<file path="config.mk">
export PLATFORM = sky130hd
export DESIGN_NAME = coin_vend_ctrl
export DESIGN_NICKNAME = d
export VERILOG_FILES = /design/src/rtl/vend_pkg.sv /design/src/rtl/change_dispenser.sv /design/src/rtl/coin_vend_ctrl.sv
export SDC_FILE = /design/constraint.sdc
export NUM_CORES = 1
export LEC_CHECK = 0
export CAP_MARGIN = 20
export CORE_MARGIN = 5
export CORE_UTILIZATION = 51
export CTS_CLUSTER_SIZE = 30
export DETAILED_ROUTE_END_ITERATION = 10
export GPL_TIMING_DRIVEN = 0
export MAX_ROUTING_LAYER = met4
export PLACE_DENSITY = 0.87
export SYNTH_ARGS = -nofsm -noshare
export SYNTH_HDL_FRONTEND = slang
export SYNTH_SLANG_ARGS = --single-unit
</file>
<file path="constraint.sdc">
create_clock -name clk -period 7.95 [get_ports clk]
set_input_delay 1.1925 -clock clk [delete_from_list [all_inputs] [get_ports clk]]
set_output_delay 1.1925 -clock clk [all_outputs]
set_load 0.02 [all_outputs]
</file>
<file path="src/rtl/vend_pkg.sv">
// Shared types and default parameters for the coin vending controller.
//   state_e    : controller state (binary encoded)
//   coin_sel_e : which coin input won the priority select this cycle
package vend_pkg;

    localparam int unsigned DEF_VAL_A      = 5;
    localparam int unsigned DEF_VAL_B      = 10;
    localparam int unsigned DEF_VAL_C      = 25;
    localparam int unsigned DEF_PRICE      = 15;
    localparam int unsigned DEF_MAX_CREDIT = 55;
    localparam int unsigned DEF_CREDIT_W   = 6;

    typedef enum logic [2:0] {
        S_IDLE    = 3'd0,
        S_COLLECT = 3'd1,
        S_VEND    = 3'd2,
        S_CHANGE  = 3'd3,
        S_REFUND  = 3'd4
    } state_e;

    typedef enum logic [1:0] {
        COIN_NONE = 2'd0,
        COIN_A    = 2'd1,
        COIN_B    = 2'd2,
        COIN_C    = 2'd3
    } coin_sel_e;

endpackage

</file>
<file path="src/rtl/change_dispenser.sv">
// Greedy one-coin-per-cycle pay-out decision, shared by CHANGE and REFUND.
// Ports:
//   credit    in   credit still owed to the customer
//   chg_b     out  pay one B coin this cycle
//   chg_a     out  pay one A coin this cycle
//   decrement out  amount paid this cycle (0 when nothing can be paid)
//   done      out  nothing payable remains after this cycle
module change_dispenser
    import vend_pkg::*;
#(
    parameter int unsigned VAL_A    = DEF_VAL_A,
    parameter int unsigned VAL_B    = DEF_VAL_B,
    parameter int unsigned CREDIT_W = DEF_CREDIT_W
) (
    input  logic [CREDIT_W-1:0] credit,
    output logic                chg_b,
    output logic                chg_a,
    output logic [CREDIT_W-1:0] decrement,
    output logic                done
);

    localparam logic [CREDIT_W-1:0] A_C = CREDIT_W'(VAL_A);
    localparam logic [CREDIT_W-1:0] B_C = CREDIT_W'(VAL_B);

    logic [CREDIT_W-1:0] remain;

    // Largest coin first; a remainder below VAL_A cannot be paid and ends the pay-out.
    always_comb begin
        chg_b     = 1'b0;
        chg_a     = 1'b0;
        decrement = '0;
        if (credit >= B_C) begin
            chg_b     = 1'b1;
            decrement = B_C;
        end else if (credit >= A_C) begin
            chg_a     = 1'b1;
            decrement = A_C;
        end
        remain = credit - decrement;
        done   = (remain < A_C);
    end

endmodule

</file>
<file path="src/rtl/coin_vend_ctrl.sv">
// Coin vending controller: accumulates credit from coins A/B/C, vends one
// item at PRICE, pays change / refunds as A and B coin pulses.
// Ports:
//   clk, rst            clock (rising edge), synchronous active-high reset
//   a_in, b_in, c_in    single-cycle coin pulses from the validator
//   cancel              refund request (level)
//   collect, vend       1-cycle pulses: escrow to cashbox, dispense item
//   chg_a_out/chg_b_out 1-cycle pulses: eject one A / B coin
//   coin_rej            this cycle's coin(s) go to the return chute (combinational)
//   busy                high in VEND, CHANGE, REFUND
//   credit              current credit (registered)
module coin_vend_ctrl
    import vend_pkg::*;
#(
    parameter int unsigned VAL_A      = DEF_VAL_A,
    parameter int unsigned VAL_B      = DEF_VAL_B,
    parameter int unsigned VAL_C      = DEF_VAL_C,
    parameter int unsigned PRICE      = DEF_PRICE,
    parameter int unsigned MAX_CREDIT = DEF_MAX_CREDIT,
    parameter int unsigned CREDIT_W   = DEF_CREDIT_W
) (
    input  logic                clk,
    input  logic                rst,
    input  logic                a_in,
    input  logic                b_in,
    input  logic                c_in,
    input  logic                cancel,
    output logic                collect,
    output logic                vend,
    output logic                chg_a_out,
    output logic                chg_b_out,
    output logic                coin_rej,
    output logic                busy,
    output logic [CREDIT_W-1:0] credit
);

    localparam int unsigned SUM_W = CREDIT_W + 1;
    localparam logic [SUM_W-1:0]    MAX_S   = SUM_W'(MAX_CREDIT);
    localparam logic [SUM_W-1:0]    PRICE_S = SUM_W'(PRICE);
    localparam logic [CREDIT_W-1:0] PRICE_C = CREDIT_W'(PRICE);

    // Change is only payable if every amount is a whole number of A coins.
    if ((VAL_A == 0) || (VAL_B % VAL_A != 0) || (VAL_C % VAL_A != 0) ||
        (PRICE % VAL_A != 0) || (MAX_CREDIT % VAL_A != 0)) begin : g_bad_multiple
        $error("coin_vend_ctrl: VAL_B, VAL_C, PRICE, MAX_CREDIT must be multiples of VAL_A");
    end
    if ((MAX_CREDIT >> CREDIT_W) != 0) begin : g_bad_width
        $error("coin_vend_ctrl: MAX_CREDIT does not fit in CREDIT_W bits");
    end

    state_e              state, state_d;
    logic [CREDIT_W-1:0] credit_d;

    coin_sel_e           coin_sel;
    logic [SUM_W-1:0]    coin_val;
    logic [SUM_W-1:0]    sum;
    logic                any_coin, multi_coin, coin_fits, hits_price;

    logic                disp_b, disp_a, disp_done;
    logic [CREDIT_W-1:0] disp_dec;

    change_dispenser #(
        .VAL_A    (VAL_A),
        .VAL_B    (VAL_B),
        .CREDIT_W (CREDIT_W)
    ) u_disp (
        .credit    (credit),
        .chg_b     (disp_b),
        .chg_a     (disp_a),
        .decrement (disp_dec),
        .done      (disp_done)
    );

    // Coin priority C > B > A and the candidate sum, one bit wider so it cannot wrap.
    always_comb begin
        coin_sel = COIN_NONE;
        coin_val = '0;
        if (c_in) begin
            coin_sel = COIN_C;
            coin_val = SUM_W'(VAL_C);
        end else if (b_in) begin
            coin_sel = COIN_B;
            coin_val = SUM_W'(VAL_B);
        end else if (a_in) begin
            coin_sel = COIN_A;
            coin_val = SUM_W'(VAL_A);
        end
        sum        = {1'b0, credit} + coin_val;
        coin_fits  = (sum <= MAX_S);
        hits_price = (sum >= PRICE_S);
        any_coin   = a_in | b_in | c_in;
        multi_coin = (a_in & b_in) | (a_in & c_in) | (b_in & c_in);
    end

    // State and credit registers.
    always_ff @(posedge clk) begin
        if (rst) begin
            state  <= S_IDLE;
            credit <= '0;
        end else begin
            state  <= state_d;
            credit <= credit_d;
        end
    end

    // Next state, next credit and outputs; pulses decode from registered state only.
    always_comb begin
        state_d   = state;
        credit_d  = credit;
        collect   = 1'b0;
        vend      = 1'b0;
        chg_a_out = 1'b0;
        chg_b_out = 1'b0;
        busy      = 1'b0;
        coin_rej  = any_coin;
        case (state)
            S_IDLE, S_COLLECT: begin
                coin_rej = multi_coin;
                if ((state == S_COLLECT) && cancel) begin
                    coin_rej = any_coin;
                    state_d  = S_REFUND;
                end else if (coin_sel != COIN_NONE) begin
                    if (coin_fits) begin
                        credit_d = CREDIT_W'(sum);
                        state_d  = hits_price ? S_VEND : S_COLLECT;
                    end else begin
                        coin_rej = 1'b1;
                    end
                end
            end
            S_VEND: begin
                busy     = 1'b1;
                vend     = 1'b1;
                collect  = 1'b1;
                credit_d = credit - PRICE_C;
                state_d  = (credit == PRICE_C) ? S_IDLE : S_CHANGE;
            end
            S_CHANGE, S_REFUND: begin
                busy      = 1'b1;
                chg_b_out = disp_b;
                chg_a_out = disp_a;
                credit_d  = credit - disp_dec;
                if (disp_done) begin
                    state_d = S_IDLE;
                end
            end
            default: begin
                state_d  = S_IDLE;
                credit_d = '0;
            end
        endcase
    end

endmodule
</file>
# --- Word-level counts from Yosys, hierarchy flattened ---
# Index checks and enable logic that the tools add are counted.
classes:
  muxes: 30
  n_reduce_logical: 8
  n_bitwise: 7
  add_sub_neg: 3
  order_cmp: 5
  n_eq_ne: 11
ops:
  columns: ["operator", "count"]
  rows:
  - ["6-bit 2-to-1 mux", 4]
  - ["3-bit 2-to-1 mux", 6]
  - ["6-bit one-hot mux with 3 select lines", 1]
  - ["1-bit 2-to-1 mux", 12]
  - ["3-bit one-hot mux with 3 select lines", 1]
  - ["2-bit 2-to-1 mux", 4]
  - ["2-bit inequality test, second input constant", 4]
  - ["6-bit by 7-bit adder with 7-bit output", 1]
  - ["7-bit by 4-bit >= comparator with 1-bit output, second input constant", 1]
  - ["7-bit by 6-bit less-or-equal comparator with 1-bit output, second input constant", 1]
  - ["3-bit by 2-bit equality test with 1-bit output, second input constant", 2]
  - ["6-bit by 4-bit equality test with 1-bit output, second input constant", 1]
  - ["6-bit by 3-bit >= comparator with 1-bit output, second input constant", 1]
  - ["6-bit by 4-bit >= comparator with 1-bit output, second input constant", 1]
  - ["6-bit by 3-bit < comparator with 1-bit output, second input constant", 1]
  - ["3-bit inequality test, second input constant", 2]
  - ["3-bit AND reduction", 2]
  - ["6-bit by 4-bit subtractor with 6-bit output, second input constant", 1]
  - ["6-bit subtractor", 1]
  - ["5-bit 2-to-1 mux", 1]
  - ["4-bit 2-to-1 mux", 1]
  - ["1-bit OR", 4]
  - ["2-bit OR reduction", 2]
  - ["1-bit AND", 3]
  - ["6 further kinds", 6]
totals:
  output_inout_bits: 12
  in_bits: 6
  ff_bits: 9

# --- Logic depth before layout (Yosys ltp) ---
depth:
  word_depth: 10
  depth_mapped: 14
  ltp_nobuf: 14

# --- Hierarchy ---
# A second synthesis with hierarchy kept.
hier_totals:
  cells_unflattened: 207
  hier_area_um2: 1540.2
by_module_without_submodules:
  columns: ["mod", "n_inst", "area_per_inst_um2", "cells_each", "seq_area_each_um2"]
  rows:
  - ["coin_vend_ctrl", 1, 1239.9, 165, 180.2]
  - ["change_dispenser", 1, 300.3, 42, 0.0]

# --- Least setup slack after synthesis ---
# OpenSTA, ideal clock, no wires.
synth_timing:
  path_type: "in2out"
  from: "in c_in"
  to: "out coin_rej"
  slack_ns: 3.745
  stages: 10
  arrival_time_ns: 3.012
  t_required_ns: 6.758
  path_cell_list: "inv_1 -> o21ai_0 -> ha_1 -> fa_1 -> a21oi_1 -> o22ai_1 -> nor4_1 -> nor2_1 -> a21oi_1 -> o31a_1"
synth_between:
  elab_chain_cells: 7
  elab_cells_between_ends: 14
synth_lines:
  columns: ["element", "line_no", "text"]
  rows:
  - ["from (decl)", "coin_vend_ctrl.sv:26", "input logic c_in,"]
  - ["5-bit 2-to-1 mux / 1-bit AND (equally long branches)", "coin_vend_ctrl.sv:78, coin_vend_ctrl.sv:92", null]
  - ["6-bit by 7-bit adder with 7-bit output / 1-bit OR (equally long branches)", "coin_vend_ctrl.sv:88, coin_vend_ctrl.sv:92", null]
  - ["7-bit by 6-bit less-or-equal comparator with 1-bit output / 1-bit OR (equally long branches)", "coin_vend_ctrl.sv:89, coin_vend_ctrl.sv:92", null]
  - ["1-bit 2-to-1 mux", "coin_vend_ctrl.sv:123", "if (coin_fits) begin"]
  - ["1-bit 2-to-1 mux", "coin_vend_ctrl.sv:122", "end else if (coin_sel != COIN_NONE) begin"]
  - ["1-bit 2-to-1 mux", "coin_vend_ctrl.sv:119", "if ((state == S_COLLECT) && cancel) begin"]
  - ["1-bit 2-to-1 mux (*)", "coin_vend_ctrl.sv:116", "case (state)"]
  - ["to (decl)", "coin_vend_ctrl.sv:32", "output logic coin_rej,"]
# Mark *: on every way between the ends. The rest lies on a longest branch, timed or not.

# --- Worst setup path in the final report ---
# Same ends and word-level chain as after synthesis.

==> results.md <==
| Group | Result | This run |
|:---|:---|:---|
| timing | Shortest period the worst path allows | 5.47 ns |
| floorplan | Die height | 61.0 um |
| cells and area | Antenna cells | 0 |
| route | WL per Instance | 16.4 um |
| critical path | Required time reported for the critical path endpoint | 6.76 ns |
| floorplan | Die outline area | 3720 sq um |
| synth | Number of synthesized flops with an enable pin | 0 |
| critical path | CP Cell Sequence | clkdlybuf4s50_1, inv_1, o21ai_0, ha_1, fa_1, a21oi_1, o22ai_1, nor4_1, nor2_1, a21oi_1, o31a_1, clkdlybuf4s50_1 |
| timing | Count of final max-slew check failures | 0 |
| timing | Largest clock skew in the final design | 0.0101 ns |
| floorplan | Number of primary I/O pins | 18 |
| route | First-pass iteration count of the detailed router | 4 |
| route | Vias per cell | 6.55 |
| timing | Post-route setup TNS | 0 ns |
| placement | Detailed-placement wirelength estimate | 2880 um |
| job | Max Cap Viol | 0 |
| synth | Syn Inst Count | 172 |
| critical path | Setup slack on the worst flop-to-flop path | 4.02 ns |
| synth | Post-synthesis share of cell area spent on xor and xnor gates | 0.0462 |
| route | Detailed Route WL | 3640 um |
| synth | Most instantiated library cell after synthesis | nor2_1 |
| synth | Mean post-synth cell area | 7.72 sq um |
| placement | Instance area after placement | 1530 sq um |
| synth | Simple-gate share of the synthesized area | 0.242 |
| synth | Count of different cell masters after synthesis | 53 |
| timing | Worst setup margin | 2.48 ns |
| timing | Final setup viols | 0 |
| critical path | Startpoint type of the worst setup path | primary input |
| clock network | Clock tree root driver cell | clkbuf_4 |
| clock network | Skew-Pair Late Insertion Delay | 0.27 ns |
| floorplan | Die X-Extent | 61.0 um |
| timing | Slew of the pin with the lowest slew margin | 0.675 ns |
| synth | Net Count, Synth | 193 |
| route | Antenna-violating nets left | 0 |
| critical path | Crit Path Class | in -> out |
| clock network | Number of buffers added for setup after CTS | 0 |
| global routing | Global-route wire length before repair | 6270 um |
| synth | Arithmetic-cell share of the synthesized area counting full adders, half adders and majority gates | 0.153 |
| power and ir drop | Maximum VDD drop | 267 uV |
| critical path | CP endpoint kind | primary output |
| power and ir drop | Total design power | 0.690 mW |
| clock network | Clock tree from TritonCTS | built |
| floorplan | Starting Density | 0.536 |
| timing | Final Hold Vio Count | 0 |
| synth | Dominant combinational cell family by area after synthesis | compound AO/OA/AOI/OAI gates |
| synth | Yosys warning total | 0 |
| synth | Largest area contributor in the netlist | dfxtp_1 |
| clock network | Clock sinks | 9 |
| placement | Worst-case setup slack after placement | 2.53 ns |
| power and ir drop | Leakage dissipation | 0.635 nW |
| clock network | # H-tree levels | 1 |
| route | Final routed DRC violation total | 0 |
| synth | Seq/Total Area, Yosys | 0.136 |
| cells and area | Fraction of layout cells with a size suffix above 1 | 0.135 |
| global routing | Maximum number of pins on one net before global-route repair | 13 |
| global routing | Via count of the first global-routing pass | 1388 |
| power and ir drop | P per Cell Area | 445 nW/um^2 |
| placement | Number of port buffers | 16 |
| synth | Post-synthesis register bit count | 9 |
| clock network | Count of instances resized after the clock tree is built | 0 |
| critical path | Critical path arrival | 4.27 ns |
| floorplan | Cell Rows | 18 |
| route | Initial detailed-routing violation count | 90 |
| synth | Cells taking the most area after synthesis | dfxtp_1 14%, ha_1 12%, nor2_1 6.5%, a21oi_1 4.5%, o221a_2 4.2% |
| clock network | Longest Clk Path Bufs | 2 |
| timing | RSZ-0062 raised after global routing | false |
| global routing | Antenna violations before repair | 0 |
| cells and area | Post-route cell area | 1550 sq um |
| critical path | Cell with the largest stage delay on the worst path | clkdlybuf4s50_1 |
| clock network | Total CTS buffers | 3 |
| outcome | Result of the run | complete, no violations |
| synth | Post-Synthesis Cell Area | 1330 sq um |
| critical path | Crit Path Max Fanout | 5 |
| placement | Gpl congestion | 0.920 |
| cells and area | Fin nets | 214 |
| synth | Fraction of post-synthesis cell area in the top cell type by area | 0.136 |
| timing | Final period util | 0.688 |
| critical path | Path depth of the worst reg2reg path | 14 |
| synth | Share of async-settable or async-resettable flops after synthesis | 0 |
| synth | Multiplexer share of the synthesized area | 0.0179 |
| cells and area | Layout overhead on the synthesized area | 16.9% |
| clock network | Hold-fix buffers at CTS | 0 |
| worst hold path | Path class of the lowest-slack min-delay path | reg -> reg |
| critical path | Maximum single-stage delay on the critical path | 0.60 ns |
| global routing | Overall overflow remaining after global route | 0 |
| timing | Achievable clock frequency | 183 MHz |
| global routing | GRT Total Usage | 0.227 |
| worst hold path | WHS Path Cells | 2 |
| timing | Post-route worst hold slack | 0.624 ns |
| synth | Compound-gate portion of the synthesized area | 0.336 |
| timing | Worst slew slack as a fraction of its limit | 0.546 |
| clock network | Clock slew at reported path FFs | 0.06 ns |
| synth | Top cell types by occurrence after synthesis | 23 x nor2_1, 13 x ha_1, 12 x a21oi_1, 11 x inv_1 |
| synth | Synth Flop Type | dfxtp_1 |
| route | Number of vias in the routed layout | 1453 |
| floorplan | Placeable Area | 2480 sq um |
final cells by class:
cell class / count / area, sq um
Multi-Input combinational cell: 143 / 1060
Fill cell: 221 / 926
Sequential cell: 9 / 180
Timing Repair Buffer: 16 / 160
Buffer: 9 / 50.0
Inverter: 11 / 41.3
Tap cell: 30 / 37.5
Clock buffer: 4 / 26.3
final timing paths:
| check | endpoint | from |
|---|---|---|
| worst max-delay path | coin_rej | c_in |
| worst min-delay path | credit[0] | credit[0] |
| worst max register to register | state[1] | credit[0] |
| worst min register to register | credit[0] | credit[0] |
cells by family after synthesis:
| group | count (synthesis) |
|---|---|
| xor gates and xnor gates | 7 |
| DFF | 9 |
| buffers and inverters | 20 |
| adders and majority gates | 15 |
| muxes | 2 |
| and+or+nand+nor | 61 |
| AOI/OAI and AO/OA | 58 |
layer usage:
metal  wire length, um  track usage  up-vias
li1                  -            -      679
met1              1370        0.279      647
met2              1790        0.381      102
met3               336       0.0377       25
met4               145       0.0650        0
met5                 0            -        -
state kept, by name, indices dropped and copies added, names as in the netlist:
name,cells
credit,6
state,3
stage by stage:
step / util / std cells
2_1_floorplan: - / 172
3_3_place_gp: 0.616 / 218
3_5_place_dp: 0.616 / 218
4_1_cts: 0.626 / 222
5_1_grt: 0.626 / 222
6_report: 0.626 / 222
cell usage in the layout (no fill, tap or decap), types with 2 or more instances in the layout:
cell type,n
clkbuf_4,3
dfxtp_1,9
inv_1,11
a22oi_1,6
nand3_1,5
fa_1,2
xnor2_1,3
buf_1,2
o22ai_1,2
a21oi_1,12
clkbuf_1,4
a21o_1,3
nand2_1,3
nor2_1,23
nor3_2,2
and2_1,3
xor2_1,4
or2_2,4
clkdlybuf4s50_1,16
and3_1,2
nand2b_1,3
o21a_1,4
o31a_1,3
buf_4,2
nor3_1,9
a211oi_2,2
ha_1,13
o221a_2,5
o21ai_0,6
worst max-delay path: cells and delay by family:
family | cells | cell delay [ns]
fa+ha+maj | 2 | 0.65
simple gates | 2 | 0.38
buf+inv | 3 | 1.21
compound gates | 5 | 0.85
where the power goes:
group	total, mW	switching, mW	internal (mW)
clock	0.0373	0.0179	0.0194
sequential	0.0917	0.0294	0.0623
combinational	0.561	0.317	0.244
No activity file was read; power rests on OpenSTA's default activity.
==> RTL edit (config.mk and constraints unchanged) <==
Put one more register stage on the output `credit`, cleared by the reset. The value now appears one clock later. The other outputs are not delayed to match. Comments in the files are not updated.
--- a/src/rtl/coin_vend_ctrl.sv
+++ b/src/rtl/coin_vend_ctrl.sv
@@ -40,4 +40,6 @@
     localparam logic [CREDIT_W-1:0] PRICE_C = CREDIT_W'(PRICE);
 
+    logic [CREDIT_W-1:0] credit_s0;
+
     // Change is only payable if every amount is a whole number of A coins.
     if ((VAL_A == 0) || (VAL_B % VAL_A != 0) || (VAL_C % VAL_A != 0) ||
@@ -65,5 +67,5 @@
         .CREDIT_W (CREDIT_W)
     ) u_disp (
-        .credit    (credit),
+        .credit    (credit_s0),
         .chg_b     (disp_b),
         .chg_a     (disp_a),
@@ -86,5 +88,5 @@
             coin_val = SUM_W'(VAL_A);
         end
-        sum        = {1'b0, credit} + coin_val;
+        sum        = {1'b0, credit_s0} + coin_val;
         coin_fits  = (sum <= MAX_S);
         hits_price = (sum >= PRICE_S);
@@ -97,8 +99,8 @@
         if (rst) begin
             state  <= S_IDLE;
-            credit <= '0;
+            credit_s0 <= '0;
         end else begin
             state  <= state_d;
-            credit <= credit_d;
+            credit_s0 <= credit_d;
         end
     end
@@ -107,5 +109,5 @@
     always_comb begin
         state_d   = state;
-        credit_d  = credit;
+        credit_d  = credit_s0;
         collect   = 1'b0;
         vend      = 1'b0;
@@ -133,6 +135,6 @@
                 vend     = 1'b1;
                 collect  = 1'b1;
-                credit_d = credit - PRICE_C;
-                state_d  = (credit == PRICE_C) ? S_IDLE : S_CHANGE;
+                credit_d = credit_s0 - PRICE_C;
+                state_d  = (credit_s0 == PRICE_C) ? S_IDLE : S_CHANGE;
             end
             S_CHANGE, S_REFUND: begin
@@ -140,5 +142,5 @@
                 chg_b_out = disp_b;
                 chg_a_out = disp_a;
-                credit_d  = credit - disp_dec;
+                credit_d  = credit_s0 - disp_dec;
                 if (disp_done) begin
                     state_d = S_IDLE;
@@ -152,3 +154,11 @@
     end
 
+    always_ff @(posedge clk) begin
+        if (rst) begin
+            credit <= '0;
+        end else begin
+            credit <= credit_s0;
+        end
+    end
+
 endmodule
Formal check against the unedited RTL: not equivalent (a bounded check fails within 4 cycles, from zero or initial values and one cycle with rst high).
==> RTL edit against the unedited design <==
Total power grew 2.2%. Sequential cell count grew 6. Worst setup slack lost 0.10 ns. Final area grew 6.8%. Synthesized cell count grew 2.9%. Worst hold slack gained 0.037 ns. Synthesized area grew 7.1%. Sequential power grew 37%. Routed wire length shrank 5.2%. Highest routed layer unchanged.
==> RTL edit: results (changes against the unedited design) <==
routed via count 1423 (-2.1%); top cells by count, synth nor2_1, dfxtp_1, ha_1; cell count after synthesis 177 (+2.9%); Netlist cell types 51 (-3.8%); R2R setup slack 4.09 ns (+0.07 ns); buffer share of cell area 12.4% (-1.2 points); worst slew pin tran 0.661 ns (-0.0148 ns); met2 routed WL 1700 microns (-5.0%); post-synthesis sequential area ratio 21.1% (+7.6 points); share of layout cells above drive strength 1 5.56% (-8.0 points); r2r endpoint state[0]; number of global-route vias before repair 1338 (-3.6%); hpwl dp 2700 microns (-6.3%); Synth Area in Compound Gates 31.9% (-1.8 points); nets 220 (+2.8%); DRT iter0 DRCs 72 (-20%); Via density 6.21 (-5.1%); Seq Cell Count 15 (+6); GRT Total Usage 18.3% (-4.4 points); Worst-Skew Late Latency 0.29 ns (+0.02 ns); ClkCell Share 1.59% (-0.11 points); status finished, final reports clean; port bufs 17 (+1); Fillers 246 (+11%); post-synth net total 198 (+2.6%); storage element area 300 sq um (+67%); largest net degree at the start of global routing 12 (-1); biggest regs credit (6), credit_s0 (6), state (3); WHS Path Cells 3 (+1); Max IR drop VDD 0.273 mV (+2.5%); placed cell count 225 (+3.2%); fraction of area in multi-input gates 63.1% (-5.0 points); hold_ws 0.661 ns (+0.0368 ns); wire per inst 15.1 microns (-8.1%); final worst slack 2.38 ns (-0.104 ns); skew final 0.00217 ns (-0.00793 ns)
-- RTL edit: cell count changes after synthesis, moves of 3 or more --
cell      delta
nor2b_1      +5
or2_2        -4
nor3_1       -5
nand2_1      +5
a22oi_1      -4
o22a_1       +5
o221a_2      -5
clkbuf_1     +3
dfxtp_1      +6
-- RTL edit: critical path, cell delays in order --
cell             delay (ns)
clkdlybuf4s50_1        0.48
inv_1                  0.08
o21ai_0                0.23
ha_1                   0.26
fa_1                   0.25
a21oi_1                0.10
o21a_1                 0.20
nor4_2                 0.42
nor3b_1                0.15
o211a_1                0.14
a311oi_1               0.24
clkdlybuf4s50_1        0.64
-- RTL edit: routing by layer --
metal | vias up | global-route usage, %
met4 | 0 | 5.31
met2 | 61 | 29.3
met1 | 662 | 24.2
met3 | 6 | 2.16
met5 | - | -
li1 | 694 | -
-- RTL edit: power breakdown --
group	leakage [nW]	switching, mW	internal [mW]
clock	0.0150	0.0247	0.0195
combinational	0.560	0.294	0.241
sequential	0.124	0.0271	0.0985
